$ cat src/rtl/snake_pkg.sv
// snake_pkg: shared directions, state encoding, screen defaults and cell type for the snake engine
package snake_pkg;
   localparam int XSCREEN_DEF = 160;
   localparam int YSCREEN_DEF = 120;
   localparam int CELL_DEF    = 4;
   localparam logic [1:0] DIR_R = 2'd0;
   localparam logic [1:0] DIR_L = 2'd1;
   localparam logic [1:0] DIR_D = 2'd2;
   localparam logic [1:0] DIR_U = 2'd3;
   localparam logic [2:0] S_INIT  = 3'd0;
   localparam logic [2:0] S_IDLE  = 3'd1;
   localparam logic [2:0] S_CHECK = 3'd2;
   localparam logic [2:0] S_ERASE = 3'd3;
   localparam logic [2:0] S_DRAW  = 3'd4;
   localparam logic [2:0] S_DEAD  = 3'd5;
   typedef struct packed {
      logic [7:0] x;
      logic [6:0] y;
   } cell_t;
   // R<->L and D<->U differ only in bit 0
   function automatic logic [1:0] reverse_dir(input logic [1:0] d);
      return d ^ 2'b01;
   endfunction
endpackage

$ cat src/rtl/snake_cell_painter.sv
// snake_cell_painter: scans one CELL x CELL square (x fastest) from a latched base, done on the last pixel
module snake_cell_painter
   import snake_pkg::*;
#(
   parameter int CELL    = CELL_DEF,
   parameter int COLOR_W = 9
) (
   input  logic               Clock,
   input  logic               Resetn,
   input  logic               start,
   input  cell_t              base,
   input  logic [COLOR_W-1:0] color,
   output logic [7:0]         VGA_x,
   output logic [6:0]         VGA_y,
   output logic [COLOR_W-1:0] VGA_color,
   output logic               VGA_write,
   output logic               done
);
   localparam int LW = $clog2(CELL);
   localparam int CW = 2 * LW;
   logic [CW-1:0]      cnt;
   cell_t              org;
   logic [COLOR_W-1:0] col;
   logic               active;
   // latch base/colour on start, then step the pixel counter until the square is covered
   always_ff @(posedge Clock) begin
      if (!Resetn) begin
         cnt    <= '0;
         org    <= '0;
         col    <= '0;
         active <= 1'b0;
      end else if (start) begin
         cnt    <= '0;
         org    <= base;
         col    <= color;
         active <= 1'b1;
      end else if (active) begin
         cnt    <= cnt + CW'(1);
         active <= !done;
      end
   end
   assign VGA_x     = org.x + 8'(cnt[LW-1:0]);
   assign VGA_y     = org.y + 7'(cnt[CW-1:LW]);
   assign VGA_color = col;
   assign VGA_write = active;
   assign done      = active && (&cnt);
endmodule

$ cat src/rtl/snake_core.sv
// snake_core: circular-buffer snake with growth, collision and incremental redraw (optional SNAKE_WRAP_EN: wrap at screen edges)
module snake_core
   import snake_pkg::*;
#(
   parameter int XSCREEN  = XSCREEN_DEF,
   parameter int YSCREEN  = YSCREEN_DEF,
   parameter int CELL     = CELL_DEF,
   parameter int MAX_LEN  = 32,
   parameter int INIT_LEN = 4,
   parameter int COLOR_W  = 9
) (
   input  logic                       Clock,
   input  logic                       Resetn,
   input  logic                       tick,
   input  logic [1:0]                 dir_req,
   input  logic                       dir_valid,
   input  logic [7:0]                 food_x,
   input  logic [6:0]                 food_y,
   input  logic [COLOR_W-1:0]         new_color,
   output logic [7:0]                 VGA_x,
   output logic [6:0]                 VGA_y,
   output logic [COLOR_W-1:0]         VGA_color,
   output logic                       VGA_write,
   output logic                       ate,
   output logic                       dead,
   output logic [$clog2(MAX_LEN):0]   length,
   output logic                       busy
);
   localparam int PW = $clog2(MAX_LEN);
   localparam int LW = PW + 1;
   localparam logic [7:0] XMAX = 8'(XSCREEN - CELL);
   localparam logic [6:0] YMAX = 7'(YSCREEN - CELL);
   localparam logic [7:0] CX   = 8'(CELL);
   localparam logic [6:0] CY   = 7'(CELL);
   logic [2:0]         state;
   cell_t              body [MAX_LEN];
   logic [PW-1:0]      hp;
   logic [LW-1:0]      idx;
   logic [1:0]         dir, last_dir, nd;
   logic [COLOR_W-1:0] color, p_color;
   cell_t              nh, cand, head, tail, probe, p_base;
   logic               off_r, off_l, off_d, off_u, wall, hit, last_cmp, eat, grow;
   logic               p_start, p_done, push;
   // next direction, candidate head, collision probe and painter request
   always_comb begin
      nd       = dir_valid && dir_req != reverse_dir(last_dir) ? dir_req : dir;
      head     = body[hp];
      probe    = body[hp + idx[PW-1:0]];
      tail     = body[hp + PW'(length - LW'(1))];
      off_r    = nd == DIR_R && head.x >= XMAX;
      off_l    = nd == DIR_L && head.x == 8'd0;
      off_d    = nd == DIR_D && head.y >= YMAX;
      off_u    = nd == DIR_U && head.y == 7'd0;
      cand     = head;
      cand.x   = nd == DIR_R ? head.x + CX : nd == DIR_L ? head.x - CX : head.x;
      cand.y   = nd == DIR_D ? head.y + CY : nd == DIR_U ? head.y - CY : head.y;
`ifdef SNAKE_WRAP_EN
      cand.x   = off_r ? 8'd0 : off_l ? XMAX : cand.x;
      cand.y   = off_d ? 7'd0 : off_u ? YMAX : cand.y;
      wall     = 1'b0;
`else
      wall     = off_r | off_l | off_d | off_u;
`endif
      hit      = probe == nh;
      last_cmp = idx == length - LW'(2);
      eat      = nh.x == food_x && nh.y == food_y;
      grow     = eat && length != LW'(MAX_LEN);
      p_start  = state == S_INIT  ? !VGA_write :
                 state == S_CHECK ? last_cmp && !hit :
                 state == S_ERASE ? p_done : 1'b0;
      p_base   = state == S_INIT ? probe : (state == S_CHECK && !grow) ? tail : nh;
      p_color  = state == S_CHECK && !grow ? '0 : color;
      push     = (state == S_CHECK && last_cmp && !hit && grow) || (state == S_ERASE && p_done);
   end
   // body buffer: new head is written just below the head pointer
   always_ff @(posedge Clock) begin
      if (!Resetn) begin
         for (int i = 0; i < MAX_LEN; i++) begin
            body[i].x <= i < INIT_LEN ? 8'(XSCREEN / 2 - i * CELL) : 8'd0;
            body[i].y <= i < INIT_LEN ? 7'(YSCREEN / 2) : 7'd0;
         end
      end else if (push) begin
         body[hp - PW'(1)] <= nh;
      end
   end
   // game sequencing: init draw, step, collision scan, erase tail, draw head
   always_ff @(posedge Clock) begin
      if (!Resetn) begin
         state    <= S_INIT;
         hp       <= '0;
         idx      <= '0;
         dir      <= DIR_R;
         last_dir <= DIR_R;
         color    <= '1;
         length   <= LW'(INIT_LEN);
         ate      <= 1'b0;
         dead     <= 1'b0;
         nh       <= '0;
      end else begin
         ate <= 1'b0;
         dir <= nd;
         if (new_color != '0) color <= new_color;
         if (push) hp <= hp - PW'(1);
         case (state)
            S_INIT: if (p_done) begin
               idx <= idx + LW'(1);
               if (idx == length - LW'(1)) state <= S_IDLE;
            end
            S_IDLE: if (tick) begin
               last_dir <= nd;
               nh       <= cand;
               idx      <= '0;
               dead     <= wall;
               state    <= wall ? S_DEAD : S_CHECK;
            end
            S_CHECK: if (hit) begin
               dead  <= 1'b1;
               state <= S_DEAD;
            end else if (last_cmp) begin
               ate    <= eat;
               length <= grow ? length + LW'(1) : length;
               state  <= grow ? S_DRAW : S_ERASE;
            end else begin
               idx <= idx + LW'(1);
            end
            S_ERASE: if (p_done) state <= S_DRAW;
            S_DRAW:  if (p_done) state <= S_IDLE;
            default: ;
         endcase
      end
   end
   assign busy = state != S_IDLE && state != S_DEAD;
   snake_cell_painter #(.CELL(CELL), .COLOR_W(COLOR_W)) u_painter (
      .Clock     (Clock),
      .Resetn    (Resetn),
      .start     (p_start),
      .base      (p_base),
      .color     (p_color),
      .VGA_x     (VGA_x),
      .VGA_y     (VGA_y),
      .VGA_color (VGA_color),
      .VGA_write (VGA_write),
      .done      (p_done)
   );
endmodule

$ cat config.mk
export PLATFORM = sky130hd
export DESIGN_NAME = snake_core
export DESIGN_NICKNAME = d
export VERILOG_FILES = /design/src/rtl/snake_pkg.sv /design/src/rtl/snake_cell_painter.sv /design/src/rtl/snake_core.sv
export SDC_FILE = /design/constraint.sdc
export NUM_CORES = 1
export LEC_CHECK = 0
export CORE_MARGIN = 2
export CORE_UTILIZATION = 37
export DETAILED_ROUTE_END_ITERATION = 6
export SYNTH_ARGS = -nofsm -noshare
export SYNTH_HDL_FRONTEND = slang
export SYNTH_SLANG_ARGS = --single-unit
export TNS_END_PERCENT = 5
$ cat constraint.sdc
create_clock -name Clock -period 5.62 [get_ports Clock]
set_input_delay 0.562 -clock Clock [delete_from_list [all_inputs] [get_ports Clock]]
set_output_delay 0.562 -clock Clock [all_outputs]
set_load 0.01 [all_outputs]
# Word-level counts from Yosys, hierarchy flattened
# Memories as Yosys holds them, arrays and structs flattened. A register that Yosys moved wholly into a read port is not among the register bits.
# Index checks and enable logic that the tools add are counted.
# totals
register_bits	79
ram_bits	480
inputBits	30
output_inout_bits	34
elab_cells	143
mem_count	1
# classes
add_sub_neg	14
order_cmp	2
n_eq_ne	25
muxes	40
n_bitwise	8
n_reduce_logical	37
# mem_list
name	depth	width	read_ports	rd_ports_with_merged_regs	write_ports	line_no	source
body	32	15	3	1	32	snake_core.sv:36	cell_t body [MAX_LEN];
# op_table
operator	count
15-bit 2-to-1 mux	3
3-bit 2-to-1 mux	9
6-bit 2-to-1 mux	4
6-bit one-hot mux with 3 select lines	1
8-bit 2-to-1 mux	2
15-bit equality test	1
1-bit logical AND	15
5-bit 2-to-1 mux	3
3-bit one-hot mux with 5 select lines	1
15-bit OR reduction	1
7-bit 2-to-1 mux	2
2-bit != test, second input constant	7
6-bit by 1-bit adder with 6-bit output, second input constant	2
6-bit equality test	2
1-bit 2-to-1 mux	12
5-bit adder	2
9-bit 2-to-1 mux	1
9-bit nonzero test	1
8-bit by 2-bit adder with 8-bit output	1
8-bit by 3-bit adder with 8-bit output, second input constant	1
8-bit equality test	1
8-bit >= comparator, second input constant	1
8-bit logical NOT	1
4-bit AND reduction	2
other kinds (38)	50

# Longest topological paths before layout
# depth
depth_word	12
ltp_mapped	20
depth_no_buf	14

# Modules after synthesis
# From an unflattened synthesis, not the netlist that was laid out.
# hier_totals
cells_unflattened	2526
area_unflattened_um2	34279.1
# by_module_without_submodules
module	n_inst	cells_each	area_each_um2	seq_area_each_um2
snake_core	1	2391	32847.8	15514.9
snake_cell_painter	1	135	1431.4	580.6

# Least setup slack after synthesis
# OpenSTA, ideal clock, no wires.
# synth_path
path_type	reg-to-reg
start	register hp[0]
end	memory body[20][0] in the netlist's numbering, enable pin
t_arrival_ns	5.378
required_time_ns	5.212
setup_slack_ns	-0.165
path_stages_with_launch	18
path_buffers	3
synth_period_minus_slack_ns	5.785
path_cell_list	dfxtp_1 ha_1 inv_1 fa_1 xnor2_4 buf_6 mux4_2 mux2i_1 mux2i_1 mux2i_1 xor2_1 and4_1 and3_1 buf_2 a2111oi_4 buf_6 o211ai_2 o21ai_0
# synth_lines
item	line_no	source
start, declared	snake_core.sv:37	logic [PW-1:0] hp;
start signal, assigned	snake_core.sv:103	if (push) hp <= hp - PW'(1);
end, declared	snake_core.sv:36	

==> flow_metrics.env <==
export IMPL_viasPerCell=6.632
export IMPL_num_io_pins=64
export IMPL_drc=0
export IMPL_crit_top_cell="buf_4"
export IMPL_slew_headroom_pct=16.15
export IMPL_path_cells="ha_4, inv_1, fa_4, buf_12, mux2i_1, a221o_1, mux2i_1, a22oi_1, xnor2_1, buf_4, nor4_2, buf_4, and3_1, a2111oi_4, buf_12, o2111ai_4, o21ai_2, buf_4"
export IMPL_grt_max_degree=154
export IMPL_synth_main_ff_cell="edfxtp_1"
export IMPL_die_h_um=309.8
export IMPL_synth_common_cells="edfxtp_1, mux4_2, nor2_1"
export IMPL_worstMarginPinSlew_ps=1252
export IMPL_cts_sinks=564
export IMPL_clockBufferDepth=3
export IMPL_clock_latency_ps=630
export IMPL_first_global_vias=26032
export IMPL_setup_viol=0
export IMPL_place_gp_congestion=0.9728
export IMPL_synth_cell_types=72
export IMPL_routed_top_layer="met5"
export IMPL_cts_tree="built"
export IMPL_p_per_area_nw_per_um2=287.3
export IMPL_synth_area_per_cell_um2=13.28
export IMPL_drt_total_wl_um=134200
export IMPL_synth_edf_count=480
export IMPL_leakagePower_nw=12.78
export IMPL_placed_cell_area_um2=38320
export IMPL_max_cap_violations=0
export IMPL_final_layout_size_suffix_gt1_share_pct=29.20
export IMPL_hold_violations=0
export IMPL_detailedRoute_firstPassIterationCount=6
export IMPL_grtUsageTotal_pct=27.90
export IMPL_synth_area_leaders="edfxtp_1, mux4_2, dfxtp_1"
export IMPL_coreArea_um2=93050
export IMPL_grt_pass1_wl_um=190400
export IMPL_crit_slowest_cell="fa_4"
export IMPL_dr_wl_met3_um=19000
export IMPL_yosys_area_top_type="edfxtp_1"
export IMPL_met1_length_um=48300
export IMPL_yosysMostFrequentCell="edfxtp_1"
export IMPL_arrival_ps=5790
export IMPL_crit_required_ps=5920
export IMPL_status="completed"
export IMPL_synth_top_area_share_pct=41.67
export IMPL_ant_nets=0
export IMPL_period_share_pct=97.60
export IMPL_worstSetupStartpointType="register"
export IMPL_hp_start="color[4]$_SDFFE_PN1P_"
export IMPL_period_needed_ps=5485
export IMPL_num_vias=26416
export IMPL_dr_first_iter_drc_count=4212
export IMPL_place_hpwl_um=91350
export IMPL_path_clk_slew_ps=60
export IMPL_synth_seq_cells=564
export IMPL_antenna_found_initial=4
export IMPL_fp_dieW_um=309.8
export IMPL_critical_path_endpoint_type="register"
export IMPL_r2r_start="hp[0]$_SDFFE_PN0N_"
export IMPL_synth_fp_nets=2669
export IMPL_synth_area_um2=34590
export IMPL_port_buffers=63
export IMPL_synthArstFlopShare_pct=0
export IMPL_rsz0062_at_grt="no"
export IMPL_slew_viol_final=0
export IMPL_rrSetupSlack_ps=130
export IMPL_num_rows=112
export IMPL_postLayoutCellArea_um2=40580
export IMPL_critPathMaxFanout=40
export IMPL_ir_drop_uv=187.0
export IMPL_fin_nets=2744
export IMPL_wl_met2_um=59520
export IMPL_cts_hold_buf=0
export IMPL_hold_worst_slack_ps=458.6
export IMPL_cts_buffers=66
export IMPL_ys_seq_area_share_pct=46.53
export IMPL_syn_inst=2605
export IMPL_start_util_pct=37.17
export IMPL_die_area_um2=95950
export IMPL_post_drt_wl_per_cell_um=33.69
export IMPL_area_growth_pct=17.30
export IMPL_hp_class="register to register"
export IMPL_finalClockSkew_ps=36.73
export IMPL_overflow=0
export IMPL_crit_start="hp[0]$_SDFFE_PN0N_"
export IMPL_ys_warnings_count=0
export IMPL_root_buffer="clkbuf_16"
export IMPL_fmax_mhz=182.3
export IMPL_h_tree_depth=3
export IMPL_max_stage_delay_ps=940
export IMPL_num_antenna_cells=0
export IMPL_crit_type="register to register"
export IMPL_setup_tns_ps=0
[per-stage QoR]
step / setup slack, ps / util (%) / cells / power (mW)
2_1_floorplan: -165.5 / - / 2605 / 6.167
3_3_place_gp: -0.5400 / 41.18 / 3865 / 7.142
3_5_place_dp: 22.21 / 41.18 / 3865 / 7.178
4_1_cts: 7.607 / 43.55 / 3982 / 11.62
5_1_grt: 6.400 / 43.61 / 3983 / 11.96
6_report: 134.8 / 43.61 / 3983 / 11.66
[final cells by class]
type,count,area [µm²]
Clock buffer,80,1784
Clock inverter,37,422.9
Fill cell,8375,52470
Inverter,39,146.4
Multi-Input combinational cell,1751,17660
Sequential cell,564,16100
Tap cell,1254,1569
Timing Repair Buffer,258,2894
[worst max-delay path: cells and delay by family, from the launching register on]
family	cells	cell delay, ps
compound gates	5	1450
xor+xnor	1	480
fa+ha+maj	2	1090
buf+inv	6	1240
flops	1	380
mux	2	270
simple gates	2	230
[path summary, 6_finish.rpt]
check | to | cells past startpoint
worst max-delay path | body[17][3]$_SDFFCE_PN0P_ | 18
worst min-delay path | color[4]$_SDFFE_PN1P_ | 1
worst max register to register | body[17][3]$_SDFFCE_PN0P_ | 18
worst min register to register | color[4]$_SDFFE_PN1P_ | 1
[report_power, final]
group / internal, mW / switching (mW) / leakage [nW]
Combinational: 0.869 / 1.29 / 6.12
Sequential: 4.76 / 0.251 / 5.56
Clock: 2.67 / 1.82 / 1.10
[placed cells by master, fill, tap and decap left out, types with 7 or more instances in the layout]
master           Yosys  layout
a211o_1              8       8
a211oi_1             9       9
a21o_1               7       7
a21oi_1             63      63
and2_1               8       8
buf_12               0      64
buf_4                5     130
bufinv_16            0       9
clkbuf_16            0      66
clkbuf_8             0       8
clkdlybuf4s50_1      0      62
clkinv_1             1       8
clkinv_2             0      16
dfxtp_1             84      81
edfxtp_1           480     480
ha_1                30      28
inv_1               36      36
mux2i_1            138     136
mux4_2             409     409
nand2_1            167     167
nand3_1             35      35
nand4_1             12      12
nand4b_1            20      20
nor2_1             307     302
nor2b_1             17      17
nor3_1             214     213
nor4_1              30      28
o211ai_1            18      18
o21ai_0             76      44
o21ai_2              3      34
or3_1               13      13
xnor2_1             52      47
xor2_1              24      23
[cell families after synthesis]
kind of cell / Yosys count / synth area share, %
AO/OA/AOI/OAI: 235 / 4.366
XOR/XNOR: 80 / 2.145
adder cells (fa/ha/maj): 34 / 1.317
buffers and inverters: 290 / 3.541
flip-flops: 564 / 46.53
multiplexers: 554 / 30.88
AND/OR/NAND/NOR: 848 / 11.22
[flip-flops by register name, summed over array words and instances, names as in the netlist, named ones only]
register,flops
ate,1
body,480
color,9
dead,1
dir,2
hp,5
idx,6
last_dir,2
length,6
nh,15
state,3
u_painter.VGA_color,9
u_painter.VGA_write,1
u_painter.cnt,4
u_painter.org,15
[what timing repair did]
item | 4_1_cts | 5_1_grt
pin swaps | 0 | 1
setup buffers | 0 | 1
gates resized for setup | 1 | 7
setup endpoints to repair | 1 | 818
gates cloned | 0 | 0
[layer usage]
| layer | global-route usage [%] | vias to the layer above |
|---|---|---|
| li1 | - | 10455 |
| met1 | 36.16 | 13327 |
| met2 | 42.10 | 2231 |
| met3 | 9.434 | 395 |
| met4 | 13.32 | 8 |
| met5 | 0 | - |
Note: power is estimated with default switching activity, not from simulation.
